$ cat config.mk
export PLATFORM = sky130hd
export DESIGN_NAME = result_monitor
export DESIGN_NICKNAME = d
export VERILOG_FILES = /design/src/rtl/result_monitor.sv
export SDC_FILE = /design/constraint.sdc
export NUM_CORES = 1
export LEC_CHECK = 0
export ABC_CLOCK_PERIOD_IN_PS = 3700
export BUFFER_PORTS_ARGS = -buffer_cell sky130_fd_sc_hd__buf_4
export CAP_MARGIN = 0
export CORE_MARGIN = 4
export CORE_UTILIZATION = 25
export CTS_CLUSTER_DIAMETER = 30
export CTS_CLUSTER_SIZE = 14
export DETAILED_ROUTE_END_ITERATION = 8
export HOLD_SLACK_MARGIN = 0.15
export MAX_ROUTING_LAYER = met4
export REMOVE_ABC_BUFFERS = 1
export SYNTH_ARGS = -nofsm -noshare
export SYNTH_HDL_FRONTEND = slang
export SYNTH_SLANG_ARGS = --single-unit
$ cat constraint.sdc
create_clock -name ph2 -period 3.7 [get_ports ph2]
set_input_delay 0.185 -clock ph2 [delete_from_list [all_inputs] [get_ports ph2]]
set_output_delay 0.185 -clock ph2 [all_outputs]
set_load 0.05 [all_outputs]
$ cat src/rtl/result_monitor.sv
// Snoops CPU memory writes, holds a table of expected results and reports the
// end-of-test verdict. States: IDLE = waiting for start | RUN = snooping, counting |
// EVAL = compare table | DONE = result held until the next start.
module result_monitor #(
    parameter int ADDR_W   = 16,
    parameter int DATA_W   = 8,
    parameter int N_CHECKS = 4,
    parameter int IDX_W    = 2,
    parameter int CNT_W    = 16
) (
    input  logic              ph2,
    input  logic              resetb,
    input  logic              cfg_we,
    input  logic [IDX_W-1:0]  cfg_idx,
    input  logic [ADDR_W-1:0] cfg_addr,
    input  logic [DATA_W-1:0] cfg_data,
    input  logic [DATA_W-1:0] cfg_mask,
    input  logic              cfg_en,
    input  logic [ADDR_W-1:0] done_addr,
    input  logic [CNT_W-1:0]  timeout,
    input  logic              start,
    input  logic              memwrite,
    input  logic [ADDR_W-1:0] adr,
    input  logic [DATA_W-1:0] wdata,
    output logic              busy,
    output logic              finished,
    output logic              pass,
    output logic              timed_out,
    output logic [IDX_W-1:0]  fail_idx,
    output logic [CNT_W-1:0]  cycles
);

    typedef enum logic [1:0] {IDLE, RUN, EVAL, DONE} state_t;

    state_t              state;
    logic [N_CHECKS-1:0] valid;
    logic [N_CHECKS-1:0] seen;
    logic [ADDR_W-1:0]   ent_addr [N_CHECKS];
    logic [DATA_W-1:0]   ent_exp  [N_CHECKS];
    logic [DATA_W-1:0]   ent_mask [N_CHECKS];
    logic [DATA_W-1:0]   last     [N_CHECKS];
    logic                tmo;

    logic                done_wr;
    logic                tmo_hit;
    logic                any_fail;
    logic [IDX_W-1:0]    first_fail;
    logic [N_CHECKS-1:0] hit;
    logic [N_CHECKS-1:0] fails;

    always_comb begin
        done_wr    = memwrite && (adr == done_addr);
        tmo_hit    = (timeout != '0) && (cycles == timeout - CNT_W'(1));
        hit        = '0;
        fails      = '0;
        first_fail = '0;
        for (int i = 0; i < N_CHECKS; i++) begin
            hit[i]   = memwrite && valid[i] && (ent_addr[i] == adr);
            fails[i] = valid[i] && (!seen[i] || ((last[i] ^ ent_exp[i]) & ent_mask[i]) != '0);
        end
        // Scan downward so the lowest failing index is the one that sticks.
        for (int i = N_CHECKS - 1; i >= 0; i--) begin
            if (fails[i]) first_fail = IDX_W'(i);
        end
        any_fail = |fails;
    end

    always_ff @(posedge ph2 or negedge resetb) begin
        if (!resetb) begin
            state     <= IDLE;
            busy      <= 1'b0;
            finished  <= 1'b0;
            pass      <= 1'b0;
            timed_out <= 1'b0;
            fail_idx  <= '0;
            cycles    <= '0;
            tmo       <= 1'b0;
            valid     <= '0;
            seen      <= '0;
            for (int i = 0; i < N_CHECKS; i++) begin
                ent_addr[i] <= '0;
                ent_exp[i]  <= '0;
                ent_mask[i] <= '0;
                last[i]     <= '0;
            end
        end else begin
            if (cfg_we && (state == IDLE || state == DONE) && (32'(cfg_idx) < N_CHECKS)) begin
                valid[cfg_idx]    <= cfg_en;
                ent_addr[cfg_idx] <= cfg_addr;
                ent_exp[cfg_idx]  <= cfg_data;
                ent_mask[cfg_idx] <= cfg_mask;
            end
            if (start) begin
                state     <= RUN;
                busy      <= 1'b1;
                finished  <= 1'b0;
                pass      <= 1'b0;
                timed_out <= 1'b0;
                fail_idx  <= '0;
                cycles    <= '0;
                tmo       <= 1'b0;
                seen      <= '0;
            end else begin
                case (state)
                    RUN: begin
                        for (int i = 0; i < N_CHECKS; i++) begin
                            if (hit[i]) begin
                                last[i] <= wdata;
                                seen[i] <= 1'b1;
                            end
                        end
                        // A done write on the timeout cycle wins over the timeout.
                        if (done_wr) begin
                            state <= EVAL;
                            tmo   <= 1'b0;
                        end else if (tmo_hit) begin
                            state <= EVAL;
                            tmo   <= 1'b1;
                        end else if (cycles != '1) begin
                            cycles <= cycles + CNT_W'(1);
                        end
                    end
                    EVAL: begin
                        state     <= DONE;
                        busy      <= 1'b0;
                        finished  <= 1'b1;
                        timed_out <= tmo;
                        pass      <= !any_fail && !tmo;
                        fail_idx  <= first_fail;
                    end
                    default: ;
                endcase
            end
        end
    end

endmodule

==> flow_summary.toml <==
[route]
drtAntennaViolNets = 0
drt-vias-per-instance = 4.480
drc_errors = 0
drt-pass1-iter-count = 4
vias = 6545
wirelength_mm = 24.29
wire_per_inst_um = 16.62
first_iter_violations = 464

[yosys]
synth.distinct_cells = 55
synth_seq_cells = 193
async_flop_share = 1.000
synth_edf_count = 0
synth_top_area_frac = 0.5026
avgSynthCellArea_sq_um = 12.21
synth-seq-area-share = 0.5026
syn_area_sq_um = 9609
synth-main-ff-cell = "dfrtp_1"
synth.area.top_cells = "dfrtp_1 50%, mux2_2 19%, xnor2_1 7.1%, xor2_1 4.5%, nand4_1 1.6%"
netlist_instances = 787
yosys_warnings = 0
yosys.area.top_type = "dfrtp_1"

[layout]
n_fill_cell = 3826
syn2layout_area_growth_pct = 25.55
seqCellArea_sq_um = 4830
final_cells = 1461
multi_input_area_sq_um = 4544
final_util = 0.3195
fin_nets = 1035
drive_gt1_frac = 0.3548

[die]
fp.coreArea_sq_um = 37760
fp.dieArea_sq_um = 41640
io_pins = 118
die_y_um = 204.1
rows = 71
die_width_um = 204.1
start_util = 0.2545

[setup_path]
cp_cell_sequence = "inv_1, ha_1, nand2_1, nor2_1, nand2_1, nor3_1, nand4_1, mux2_2"
startpoint_type = "register"
worstSetupPathType = "register to register"
crit_path_frequent_cell = "nand2_1"
slowest_stage = "nand4_1"
cp.arrival_ns = 3.08
crit_family = "simple AND/OR/NAND/NOR gates"
worst-path-buf-inv = 1
worstPathRequired_ns = 4.01
end_kind = "register"
slowest_delay_ns = 0.64
path_max_fanout = 11

[pwr]
p_per_area_nw_per_um2 = 484.5
p_leak_nw = 5.493
seqPwrFrac = 0.483
p_int_mw = 4.252
p_sw_mw = 1.593
p_comb_frac = 0.198
p_sw_frac = 0.2725
peakVddDrop_mv = 0.3269
p_clk_frac = 0.319

[sta]
period_minus_slack_ns = 2.763
hold_viol = 0
final-max-slew-violation-count = 0
max_freq_mhz = 362.0
relSlewSlack = 0.3386
hold_slack_ns = 0.1922
final.setup_skew_ns = 0.01132
tightest_slew_ns = 0.9886
setup_viol = 0
rsz0062_at_grt = "false"
setup_tns_ns = 0
timing.final.crit_share = 0.7467

[global_route]
grt_pass1_wl_mm = 38.45
grt-ovfl-total = 0
grt_pass1_vias = 6870
grt_use_total = 0.1211
grt_antenna_before_repair = 3
grt_max_degree = 105

[clocking]
cts_root_buf = "clkbuf_16"
cts_tree = "done"
path_clk_slew_ns = 0.08
clockBufferDepth = 2
cts_resized = 0
clk-insertion-delay-late_ns = 0.44
htreeDepth = 4
clkSinkCount = 193
numCtsBuffers = 17

[run]
cap_violations = 0

[placement]
routabilityCongestion = 0.8258
place_inst = 1384
hpwl_mm = 17.19
io_buffers = 117

[min_path]
hp-class = "input port to register"

[outcome]
status = "finished clean"
==> Yosys cell counts, types with 3 or more instances <==
cell type / count
ha_1: 5
clkbuf_1: 27
nor4b_1: 4
and2_1: 3
a32o_1: 3
a21oi_1: 16
nor3_1: 17
and4_1: 3
a222oi_1: 4
xor2_1: 49
inv_1: 16
nand4_1: 25
nand3_1: 19
or3_1: 6
buf_1: 9
dfrtp_1: 193
a22oi_1: 7
mux2_1: 6
or4_1: 5
nor2_1: 21
and3_1: 6
nor4_1: 9
mux2_2: 165
nand2b_1: 3
nand2_1: 18
xnor2_1: 78
nor2b_1: 11
o211ai_1: 3
o21ai_0: 20
==> layout make-up <==
type,count,area share
diodes,3,0.0006223
clock buffers,18,0.03640
clock inverters,14,0.01317
inverters,16,0.004978
multi-input cells,538,0.3767
flip-flops and latches,193,0.4003
well taps,511,0.05300
repair buffers,168,0.1148
==> path summary, 6_finish.rpt <==
check | depth (start not counted) | from | end | slack (ns)
hold / removal | 2 | start | finished | 0.19
max in group asynchronous | 3 | resetb | ent_addr[55] | 2.32
setup reg to reg | 8 | state[1] | last[5] | 0.94
min in group asynchronous | 2 | resetb | ent_exp[4] | 0.38
hold reg to reg | 1 | busy | busy | 0.49
setup / recovery | 8 | state[1] | last[5] | 0.94
==> routing by layer <==
| metal | track usage | share of wire |
|---|---|---|
| met5 | - | 0 |
| met3 | 0.02523 | 0.045 |
| met1 | 0.1605 | 0.47 |
| met4 | 0.02441 | 0.0079 |
| met2 | 0.1942 | 0.48 |
==> kinds of logic after synthesis <==
family | count (synthesis) | synth area share
xor gates and xnor gates | 127 | 0.1158
AOI/OAI and AO/OA | 67 | 0.04635
muxes | 175 | 0.2056
adders and majority gates | 5 | 0.006510
DFF | 193 | 0.5026
buffers and inverters | 56 | 0.02526
and+or+nand+nor | 164 | 0.09792
==> power by group through the flow <==
stage	registers, mW	logic, mW	clock network [mW]
after detailed placement	2.86	1.13	0
after floorplan	2.81	0.771	0
after global routing	2.87	1.28	2.00
final	2.82	1.16	1.87
after global placement	2.84	1.11	0
after CTS	2.82	1.18	1.92
==> flip-flops by register name (all words and copies together), names as in the netlist <==
name,flops
ent_exp,32
fail_idx,2
pass,1
timed_out,1
state,2
cycles,16
ent_addr,64
busy,1
finished,1
valid,4
seen,4
tmo,1
ent_mask,32
last,32
==> through the flow <==
step	total power [mW]	instance area, sq um	setup slack [ns]
floorplan	3.577	9427	0.1157
global placement	3.948	11040	0.6641
detailed placement	3.996	11040	0.6343
CTS	5.920	12060	0.8895
global route	6.155	12060	0.7346
finish	5.845	12060	0.9373
==> cells in the final DEF, fill, tap and decap left out, types with 3 or more instances in the layout <==
cell type,count
a32o_1,3
nor4_1,9
o21ai_0,20
dlygate4sd3_1,42
dfrtp_1,193
nor2_1,21
inv_1,16
clkinv_2,3
o211ai_1,3
clkinv_4,4
buf_4,124
and4_1,3
nand4_1,25
or4_1,5
xnor2_1,78
ha_1,5
nand2b_1,3
xor2_1,49
mux2_1,6
a22oi_1,7
diode_2,3
a21oi_1,16
and3_1,6
nand2_1,17
and2_1,3
or3_1,6
nand3_1,19
nor3_1,16
a222oi_1,4
nor2b_1,11
nor4b_1,4
clkbuf_16,17
mux2_2,165
==> timing repair <==
item / CTS / global route
hold endpoints to repair: 253 / 0
hold buffers: 42 / 0
buffers inserted: 0 / 0
Power figures use the tool's default switching activity.
